**src/rtl/boot_loader.sv**
```systemverilog
// Byte-stream program loader: receives a framed image (address, length, payload, checksum)
// over a valid/ready byte interface, writes the payload into RAM and releases the CPU on a good checksum.
module boot_loader #(
   parameter int          ADDR_W  = 16,
   parameter int          DATA_W  = 8,
   parameter int unsigned TIMEOUT = 65535
) (
   input  logic              clk,
   input  logic              rst_n,
   input  logic              start,
   input  logic [7:0]        rx_data,
   input  logic              rx_valid,
   output logic              rx_ready,
   output logic [ADDR_W-1:0] mem_addr,
   output logic [DATA_W-1:0] mem_do,
   output logic              mem_we,
   output logic              cpu_rst,
   output logic              busy,
   output logic              done,
   output logic              err
);

   typedef enum logic [3:0] {
      S_IDLE, S_ADDR_HI, S_ADDR_LO, S_LEN_HI, S_LEN_LO, S_DATA, S_CSUM, S_DONE, S_ERR
   } state_t;

   state_t            state, state_n;
   logic [15:0]       addr, addr_n;
   logic [15:0]       len, len_n;
   logic [7:0]        csum, csum_n;
   logic [31:0]       idle_cnt, idle_cnt_n;
   logic [ADDR_W-1:0] mem_addr_n;
   logic [DATA_W-1:0] mem_do_n;
   logic              mem_we_n, cpu_rst_n, busy_n, done_n, err_n;
   logic              accept;

   assign rx_ready = (state == S_ADDR_HI) || (state == S_ADDR_LO) || (state == S_LEN_HI) ||
                     (state == S_LEN_LO)  || (state == S_DATA)    || (state == S_CSUM);
   assign accept   = rx_valid && rx_ready;

   always_ff @(posedge clk or negedge rst_n) begin
      if (!rst_n) begin
         state    <= S_IDLE;
         addr     <= '0;
         len      <= '0;
         csum     <= '0;
         idle_cnt <= '0;
         mem_addr <= '0;
         mem_do   <= '0;
         mem_we   <= 1'b0;
         cpu_rst  <= 1'b1;
         busy     <= 1'b0;
         done     <= 1'b0;
         err      <= 1'b0;
      end else begin
         state    <= state_n;
         addr     <= addr_n;
         len      <= len_n;
         csum     <= csum_n;
         idle_cnt <= idle_cnt_n;
         mem_addr <= mem_addr_n;
         mem_do   <= mem_do_n;
         mem_we   <= mem_we_n;
         cpu_rst  <= cpu_rst_n;
         busy     <= busy_n;
         done     <= done_n;
         err      <= err_n;
      end
   end

   always_comb begin
      state_n    = state;
      addr_n     = addr;
      len_n      = len;
      csum_n     = csum;
      idle_cnt_n = idle_cnt;
      mem_addr_n = mem_addr;
      mem_do_n   = mem_do;
      mem_we_n   = 1'b0;
      cpu_rst_n  = cpu_rst;
      busy_n     = busy;
      done_n     = done;
      err_n      = err;

      if (busy) begin
         idle_cnt_n = accept ? 32'd0 : idle_cnt + 32'd1;
      end

      case (state)
         S_IDLE, S_DONE, S_ERR: begin
            if (start) begin
               state_n    = S_ADDR_HI;
               busy_n     = 1'b1;
               cpu_rst_n  = 1'b1;
               done_n     = 1'b0;
               err_n      = 1'b0;
               csum_n     = '0;
               idle_cnt_n = '0;
            end
         end
         S_ADDR_HI: if (accept) begin
            addr_n  = {rx_data, addr[7:0]};
            state_n = S_ADDR_LO;
         end
         S_ADDR_LO: if (accept) begin
            addr_n  = {addr[15:8], rx_data};
            state_n = S_LEN_HI;
         end
         S_LEN_HI: if (accept) begin
            len_n   = {rx_data, len[7:0]};
            state_n = S_LEN_LO;
         end
         // A zero-length image skips straight to the checksum byte, which must then be 0x00.
         S_LEN_LO: if (accept) begin
            len_n   = {len[15:8], rx_data};
            state_n = ({len[15:8], rx_data} == 16'd0) ? S_CSUM : S_DATA;
         end
         S_DATA: if (accept) begin
            mem_addr_n = ADDR_W'(addr);
            mem_do_n   = DATA_W'(rx_data);
            mem_we_n   = 1'b1;
            csum_n     = csum + rx_data;
            addr_n     = addr + 16'd1;
            len_n      = len - 16'd1;
            if (len == 16'd1) state_n = S_CSUM;
         end
         S_CSUM: if (accept) begin
            busy_n = 1'b0;
            if (rx_data == csum) begin
               state_n   = S_DONE;
               done_n    = 1'b1;
               cpu_rst_n = 1'b0;
            end else begin
               state_n = S_ERR;
               err_n   = 1'b1;
            end
         end
         default: state_n = S_IDLE;
      endcase

      // Idle timeout aborts the session; payload already written stays in RAM.
      if (busy && !accept && (TIMEOUT != 0) && (idle_cnt + 32'd1 == TIMEOUT)) begin
         state_n = S_ERR;
         busy_n  = 1'b0;
         err_n   = 1'b1;
      end
   end

endmodule

```
**config.mk**
```make
export PLATFORM = sky130hd
export DESIGN_NAME = boot_loader
export DESIGN_NICKNAME = d
export VERILOG_FILES = /design/src/rtl/boot_loader.sv
export SDC_FILE = /design/constraint.sdc
export NUM_CORES = 1
export LEC_CHECK = 0
export CELL_PAD_IN_SITES_DETAIL_PLACEMENT = 1
export CELL_PAD_IN_SITES_GLOBAL_PLACEMENT = 1
export CORE_ASPECT_RATIO = 0.6
export CORE_MARGIN = 2
export CORE_UTILIZATION = 45
export CTS_CLUSTER_DIAMETER = 60
export DETAILED_ROUTE_END_ITERATION = 16
export PLACE_DENSITY = 0.91
export SYNTH_ARGS = -nofsm -noshare
export SYNTH_HDL_FRONTEND = slang
export SYNTH_SLANG_ARGS = --single-unit
```
**constraint.sdc**
```tcl
create_clock -name clk -period 3.3 [get_ports clk]
set_input_delay 0.99 -clock clk [delete_from_list [all_inputs] [get_ports clk]]
set_output_delay 0.99 -clock clk [all_outputs]
set_load 0.03 [all_outputs]
```
# == Word level (Yosys, flattened, before mapping) ==
# Index checks and enable logic that the tools add are counted.
# totals
out_inout_bits,30
inputBits,12
register_bits,105
ram_bits,0
rom_bits,0
n_memories,0
latchBits,0
# op_classes
add_sub_neg,4
shifts,0
reduce_logical,29
multipliers,0
bitwise,4
muxes,42
div_mod_pow,0
n_lt_le_gt_ge,0
eq_ne,28
# ops
cell,n
$mux 32,4
$pmux 16 s3,2
$mux 16,3
$mux 4,10
$add 32x1->32 const B,1
$eq 32x16->1 const B,1
$pmux 4 s7,1
$mux 8,3
$reduce_and 4->1,6
$ne 3x2->1 const B,7
$add 16x1->16 const B,1
$eq 16x1->1 const B,1
$eq 4x3->1 const B,4
$logic_not 16->1,1
$pmux 8 s2,1
$sub 16x1->16 const B,1
$ne 2x2->1 const B,7
$mux 1,13
$reduce_bool 2->1,6
$add 8x8->8,1
$eq 4x2->1 const B,2
$eq 8x8->1,1
$pmux 1 s2,4
$reduce_and 8->1,1
15 further kinds,25

# == Logic depth before layout (Yosys ltp) ==
# Gate-level depths: netlist of the first run.
# logic_depth
depth_word,12
ltp_mapped,10
mapped_depth_nobuf,9

# == Least setup slack after synthesis of the first run ==
# OpenSTA, ideal clock, no wires.
# synth_path
path_type,input port to flip-flop
from,input port rx_data[1]
to,register csum[7]
arrival_time_ps,2577
setup_time_ps,79
n_path_buf,0
path_stages,8
t_required_ps,3221
setup_slack_ps,644
cell_sequence,ha_1 -> a21o_1 -> a21oi_1 -> nor2b_1 -> o21a_1 -> o41ai_1 -> mux2i_1 -> mux2i_1
# synth_between
elab_chain_len,3
# synth_lines
item,line,text
start: declaration,11,"input logic [7:0] rx_data,"
$add 8x8->8,122,csum_n = csum + rx_data;
$mux 8,118,S_DATA: if (accept) begin
$pmux 8 s2,89,case (state)
end signal: assignment,59,csum <= csum_n;
end: declaration,30,"logic [7:0] csum, csum_n;"
# No other way between the ends. The select of a mux whose other input is x is not followed.
# A chain may end at the register's enable or synchronous reset.

# == Final worst setup path of the first run ==
# layout_path
from,register state[2]
to,output port rx_ready
# layout_between
elab_chain_len,6
word_cells_on_any_way,11
# layout_lines
item,line,text
start: declaration,27,"state_t state, state_n;"
start signal: assignment,56,state <= state_n;
$eq 4x1->1 or $eq 4x2->1 (tied branches),37,assign rx_ready = (state == S_ADDR_HI) || (state == S_ADDR_LO) || (state == S_LEN_HI) ||
$logic_or 1x1->1 (3 in a row),37,
$logic_or 1x1->1,38,(state == S_LEN_LO) || (state == S_DATA) || (state == S_CSUM);
$logic_or 1x1->1 (*),38,
end: declaration,13,"output logic rx_ready,"
# Mark *: on every way between the ends. The rest lies on a longest branch, timed or not.

==> metrics.csv, run 1 <==
stage;metric;value;unit
outcome;status;finished, final reports clean;
synth;synth_edf_count;0;
placement;dp.cells;973;
worst_setup_path;endpoint_kind;output pin;
pwr;power_leakage;0.003077;uW
clock_network;clock_latency;0.36;ns
synth;synth_cell_types;62;
worst_setup_path;slowest_stage;clkdlybuf4s50_1;
sta;worst_pin_slew;0.8055;ns
final_layout;fillers;1629;
final_layout;stdcell_count;989;
clock_network;hold_buffers;0;
final_layout;area_growth;15.93;%
pwr;vdd_drop_max;0.0005158;V
clock_network;htreeDepth;3;
clock_network;max-clock-path-buffers;2;
sta;hold_viol;0;
synth;synth_ff_type;dfrtp_1;
route;vias_per_cell;6.562;
placement;place_area;7052;sq um
global_route;grt.total_usage;31.45;%
global_route;grt_pass1_wl;36490;um
run;cap_violations;0;
route;drc;0;
synth;syn_nets;780;
global_route;antenna_found_initial;0;
die;initial_core_util;46.26;%
route;wire_per_inst;23.10;um
clock_network;postCtsSetupBuffers;0;
placement;gp_congestion;0.9147;
die;die_w;157.5;um
worst_setup_path;critPathKind;register to output pin;
worst_setup_path;crit_path_end;rx_ready;
clock_network;cts.clk_slew.worst_paths;0.08;ns
global_route;grt_pass1_vias;6653;
synth;yosys.area.top_type;dfrtp_1;
sta;final.setup.tns;0;ns
final_layout;seqCellArea;2629;sq um
clock_network;cts_tree;yes;
synth;synth_most_common_cell;dfrtp_1;
final_layout;nets;817;
worst_setup_path;path_cells;or3_1, nand2_1, nor2_1, clkdlybuf4s50_1;
synth;ys_ff_latch;105;
synth;synth_seq_area_share;41.33;%
global_route;grt_start_max_net_pins;65;
final_layout;multi_input_area;3468;sq um
placement;port_buffers;41;
placement;hpwl;15530;um
clock_network;cts_root_buf;clkbuf_16;
synth;synthTopCellsByCount;dfrtp_1, o21ai_0, nand2_1;
worst_hold_path;hold_class;register to register;
final_layout;drive_gt1_share;10.66;%
die;dieArea;15130;sq um
sta;min_period_over_period;95.71;%
clock_network;cts_sinks;105;
sta;rsz0062_at_grt;no;
route;initialDrtViolationCount;725;
synth;syn_avg_cell_area;8.425;sq um
route;vias;6490;
clock_network;cts_made_buffers;9;
worst_setup_path;critPathLaunchType;register;
worst_setup_path;critPathMaxStageDelay;0.61;ns
synth;synth_top_area_share;40.91;%
final_layout;design_area;7375;sq um
worst_setup_path;reg2reg_to;state[3]$_DFFE_PN0P_;
synth;ys_warn_count;0;
worst_setup_path;path_buf_inv;1;
route;firstDrtPassIters;5;
worst_setup_path;crit-reg2reg-launch;idle_cnt[7]$_DFF_PN0_;
worst_setup_path;cp_data_arrival_time;2.17;ns
sta;setup_violations;0;
sta;finalCriticalPeriod;3.159;ns
worst_setup_path;path_delay_family;simple AND/OR/NAND/NOR gates;
route;antenna_left;0;
route;finalWirelength;22850;um
synth;syn-cell-area;6361;sq um
synth;syn_inst;755;
worst_setup_path;cp.depth;4;
die;die_h;96.10;um
synth;ys_top_cells_by_area;dfrtp_1, o21ai_0, a21oi_1, nand2_1, nor2_1;
worst_setup_path;crit_path_max_fanout;8;
worst_setup_path;cp.required;2.31;ns
sta;max_slew_margin;45.80;%
sta;final_max_slew_viol_count;0;
global_route;gr-total-overflow;0;
die;num_io_pins;42;
sta;max_freq;316.6;MHz
die;core-area;13750;sq um
pwr;powerDensity;809.8;nW/um^2
sta;clock_skew;0.008072;ns
synth;synthArstFlopShare;100.0;%
worst_setup_path;r2r_cells;7;
worst_setup_path;rrSetupSlack;0.21;ns
die;rows;33;
final_layout;antennaDiodeCount;0;
worst_setup_path;cp-startpoint;state[2]$_DFFE_PN0P_;
## per-layer routing
| layer | GRT usage [%] | routed length (um) |
|---|---|---|
| met5 | 0 | 0 |
| met4 | 10.61 | 550 |
| met3 | 6.303 | 1891 |
| met2 | 49.53 | 10380 |
| met1 | 43.69 | 10020 |
## worst register-to-register path, cell delays in order (launching register included)
cell	delay, ns
dfrtp_1	0.53
nand3_2	0.18
or4_4	0.65
nor4_1	0.64
xnor2_1	0.22
o21ai_2	0.11
nor4_4	0.48
o21bai_1	0.19
## how the worst min path moves through the flow
stage                                from                     to  slack (ns)  cells past startpoint
floorplan             len[11]$_DFFE_PN0P_    len[11]$_DFFE_PN0P_        0.46                      2
global placement    mem_do[7]$_DFFE_PN0P_  mem_do[7]$_DFFE_PN0P_        0.46                      1
detailed placement  mem_do[7]$_DFFE_PN0P_  mem_do[7]$_DFFE_PN0P_        0.48                      1
CTS                 mem_do[7]$_DFFE_PN0P_  mem_do[7]$_DFFE_PN0P_        0.50                      1
global route        mem_do[7]$_DFFE_PN0P_  mem_do[7]$_DFFE_PN0P_        0.51                      1
finish              mem_do[7]$_DFFE_PN0P_  mem_do[7]$_DFFE_PN0P_        0.49                      1
## final cells by class
cell class	instances	area share, %
multi-input combinational	590	47.03
sequential	105	35.65
timing repair buffer	73	9.128
clock buffer	11	3.427
tap	192	3.258
clock inverter	5	0.8483
inverter	13	0.6617
## per-stage QoR
stage	power, uW	util [%]	hold slack, ns	setup slack [ns]
after floorplan	3637	-	0.4617	0.6437
after global placement	4446	51.29	0.4629	0.03140
after detailed placement	4681	51.29	0.4772	-0.2249
after CTS	5916	53.58	0.4953	0.1282
after global routing	6268	53.64	0.5086	0.07273
final	5972	53.64	0.4884	0.1414
## sequential cells by signal (all words and copies together), names as in the netlist
name / count
mem_we: 1
addr: 16
state: 4
mem_addr: 16
done: 1
len: 16
err: 1
cpu_rst: 1
idle_cnt: 32
csum: 8
mem_do: 8
busy: 1
## timing repair
action / 4_1_cts / 5_1_grt
hold endpoints to repair: 0 / 0
endpoints found under the setup margin: 0 / 1
gates resized for setup: 0 / 1
## logic make-up (layout without fill, tap and decap cells)
kind of cell             count (synthesis)  in the layout  synth area share, %
AND/OR/NAND/NOR                        309            309                24.63
AO/OA/AOI/OAI                          225            225                20.24
flip-flops                             105            105                41.33
buffers and inverters                   60            102                4.268
multiplexers                            27             27                4.662
XOR/XNOR                                16             16                2.203
adder cells (fa/ha/maj)                 13             13                2.675
## cells in the final DEF (no fill, tap or decap), drive strengths merged, types with 6 or more instances in the layout
master         instances
mux2i                  6
clkbuf                11
nand3                 41
nor3b                  6
buf                   33
xnor2                  8
inv                   14
a21oi                 77
dfrtp                104
xor2                   8
a31oi                  7
nand2                 78
nor3                  28
mux2                  21
and3                  19
ha                    12
o21ai                 91
nor2                  71
nor4                  24
a22oi                  6
nand4                 10
clkdlybuf4s50         40
## power by group
part           switching [uW]  internal, uW
Sequential                400          1660
Combinational            1780           958
Clock                     534           636
Total                    2720          3250
Power figures use the tool's default switching activity.
==> run 2: changes to the inputs <==
--- a/config.mk
+++ b/config.mk
@@ -7,7 +7,6 @@
 export LEC_CHECK = 0
 export CELL_PAD_IN_SITES_DETAIL_PLACEMENT = 1
 export CELL_PAD_IN_SITES_GLOBAL_PLACEMENT = 1
-export CORE_ASPECT_RATIO = 0.6
 export CORE_MARGIN = 2
 export CORE_UTILIZATION = 45
 export CTS_CLUSTER_DIAMETER = 60
==> run 2 against run 1 <==
Net effect:
- clock skew rose by 0.0028 ns
- critical path depth unchanged
- clock power down 3%
- first-iteration DRC count is 26% lower
- sequential power hardly changed
- clock-buffer cell count is 2 lower
- critical path type unchanged
- critical endpoint unchanged
- largest cell class unchanged
- highest routed layer unchanged
==> metrics.csv, run 2 (synthesized netlist as in run 1, its figures left out) <==
stage;metric;value;unit;change
clock_network;cts_root_buf;clkbuf_16;;
final_layout;stdcell_count;977;;-1.2%
sta;max_slew_margin;54.45;%;+8.6 points
clock_network;postCtsSetupBuffers;0;;unchanged
die;dieArea;15100;sq um;-0.20%
die;core-area;13830;sq um;+0.56%
outcome;status;finished, final reports clean;;
sta;setup_violations;0;;unchanged
final_layout;area_growth;15.17;%;
worst_setup_path;cp.required;2.31;ns;about the same
worst_setup_path;cp-startpoint;state[2]$_DFFE_PN0P_;;
route;vias_per_cell;6.405;;-2.4%
die;die_h;122.9;um;+28%
worst_setup_path;crit_path_max_fanout;8;;unchanged
worst_setup_path;rrSetupSlack;0.30;ns;+0.09 ns
sta;hold_viol;0;;unchanged
global_route;antenna_found_initial;0;;unchanged
die;die_w;122.9;um;-22%
route;initialDrtViolationCount;539;;-26%
clock_network;cts.clk_slew.worst_paths;0.08;ns;about the same
clock_network;clock_latency;0.37;ns;about the same
pwr;power_leakage;0.003067;uW;-0.34%
sta;max_freq;324.7;MHz;+2.6%
pwr;power;5811;uW;-2.7%
worst_setup_path;endpoint_kind;output pin;;
worst_setup_path;crit-reg2reg-launch;idle_cnt[13]$_DFF_PN0_;;
pwr;powerDensity;793.3;nW/um^2;-2.0%
worst_hold_path;hold_class;register to register;;
clock_network;htreeDepth;3;;unchanged
sta;fin_ws;0.2204;ns;+0.07894 ns
sta;clock_skew;0.01090;ns;+0.002824 ns
final_layout;drive_gt1_share;10.54;%;-0.13 points
placement;place_area;7024;sq um;-0.39%
global_route;grt_start_max_net_pins;49;;-25%
placement;port_buffers;41;;unchanged
sta;worst_pin_slew;0.6808;ns;-0.1247 ns
placement;hpwl;14200;um;-8.6%
die;initial_core_util;46.00;%;-0.26 points
worst_hold_path;whs_endpoint;len[11]$_DFFE_PN0P_;;
final_layout;largest_reg_flops;32;;unchanged
placement;gp_congestion;0.8865;;-3.1%
route;vias;6258;;-3.6%
global_route;grt.total_usage;28.82;%;-2.6 points
worst_setup_path;r2r_cells;7;;unchanged
worst_hold_path;hold_start;len[11]$_DFFE_PN0P_;;
pwr;vdd_drop_max;0.0005710;V;+11%
global_route;grt_pass1_wl;33780;um;-7.4%
sta;final_max_slew_viol_count;0;;unchanged
route;finalWirelength;20980;um;-8.2%
worst_setup_path;reg2reg_to;state[3]$_DFFE_PN0P_;;
clock_network;cts_made_buffers;9;;unchanged
clock_network;post_cts_resize_count;0;;unchanged
run;cap_violations;0;;unchanged
final_layout;nets;817;;unchanged
placement;dp.cells;961;;-1.2%
clock_network;cts_tree;yes;;
route;firstDrtPassIters;5;;unchanged
clock_network;cts_sinks;105;;unchanged
worst_setup_path;critPathKind;register to output pin;;
final_layout;mostFrequentLayoutCell;dfrtp_1;;
worst_setup_path;cp_data_arrival_time;2.09;ns;-0.08 ns
route;antenna_left;0;;unchanged
clock_network;hold_buffers;0;;unchanged
route;drc;0;;unchanged
die;num_io_pins;42;;unchanged
final_layout;antennaDiodeCount;0;;unchanged
final_layout;mostFrequentLayoutCells;dfrtp_1, o21ai_0, nand2_1;;
placement;post-place-ws;-0.04143;ns;+0.1835 ns
sta;min_period_over_period;93.32;%;-2.4 points
route;wire_per_inst;21.47;um;-7.0%
die;rows;43;;+30%
worst_setup_path;critPathLaunchType;register;;
sta;finalCriticalPeriod;3.080;ns;-0.07894 ns
worst_hold_path;hold_path_depth;2;;+1
sta;rsz0062_at_grt;no;;
final_layout;design_area;7326;sq um;-0.66%
global_route;grt_pass1_vias;6427;;-3.4%
final_layout;largest-register;idle_cnt;;
clock_network;max-clock-path-buffers;2;;unchanged
global_route;gr-total-overflow;0;;unchanged
[run 2: cell types whose count changed in the layout (fill, tap and decap cells not counted), sizes merged]
cell,previous run,this run
clkbuf,11,9
bufinv,1,0
inv,14,19
clkinvlp,2,0
[run 2: power breakdown]
group / internal [uW] / switching, uW / total, uW
Clock: 544 / 583 / 1130
Combinational: 945 / 1690 / 2630
Sequential: 1660 / 394 / 2050
[run 2: layout make-up]
cell class | instances | area (sq um)
Fill cell | 1645 | 6501
Timing Repair Buffer | 73 | 660.6
Inverter | 13 | 48.80
Multi-Input combinational cell | 590 | 3461
Clock buffer | 9 | 225.2
Sequential cell | 105 | 2629
Clock inverter | 7 | 76.32
Tap cell | 180 | 225.2
[run 2: metrics by stage]
| stage | utilization (%) | TNS (ns) | hold WS [ns] |
|---|---|---|---|
| after floorplan | - | 0 | 0.4617 |
| after global placement | 50.80 | 0 | 0.4658 |
| after detailed placement | 50.80 | -0.06760 | 0.4858 |
| after CTS | 52.98 | 0 | 0.5034 |
| after global routing | 52.98 | 0 | 0.5226 |
| final | 52.98 | 0 | 0.5041 |
[run 2: worst max-delay path by stage]
stage                            to  slack, ns  cells after the start
2_1_floorplan   csum[7]$_DFFE_PN0P_       0.64                      8
3_3_place_gp    csum[7]$_DFFE_PN0P_       0.07                      9
3_5_place_dp   state[1]$_DFFE_PN0P_      -0.04                      9
4_1_cts                    rx_ready       0.23                      4
5_1_grt        state[0]$_DFFE_PN0P_       0.11                      8
6_report                   rx_ready       0.22                      4
[run 2: worst max-delay path: stages (launching register included)]
cell and delay (ns):
dfrtp_1 0.38, or3_1 0.51, nand2_1 0.16, nor2_1 0.07, clkdlybuf4s50_1 0.61
[run 2: metal layers]
metal / GRT usage (%) / vias up / routed length [um]
met4: 10.63 / 0 / 561
met2: 48.79 / 203 / 10400
met3: 5.120 / 55 / 1140
li1: - / 2831 / -
met1: 36.86 / 3169 / 8872
met5: 0 / - / 0
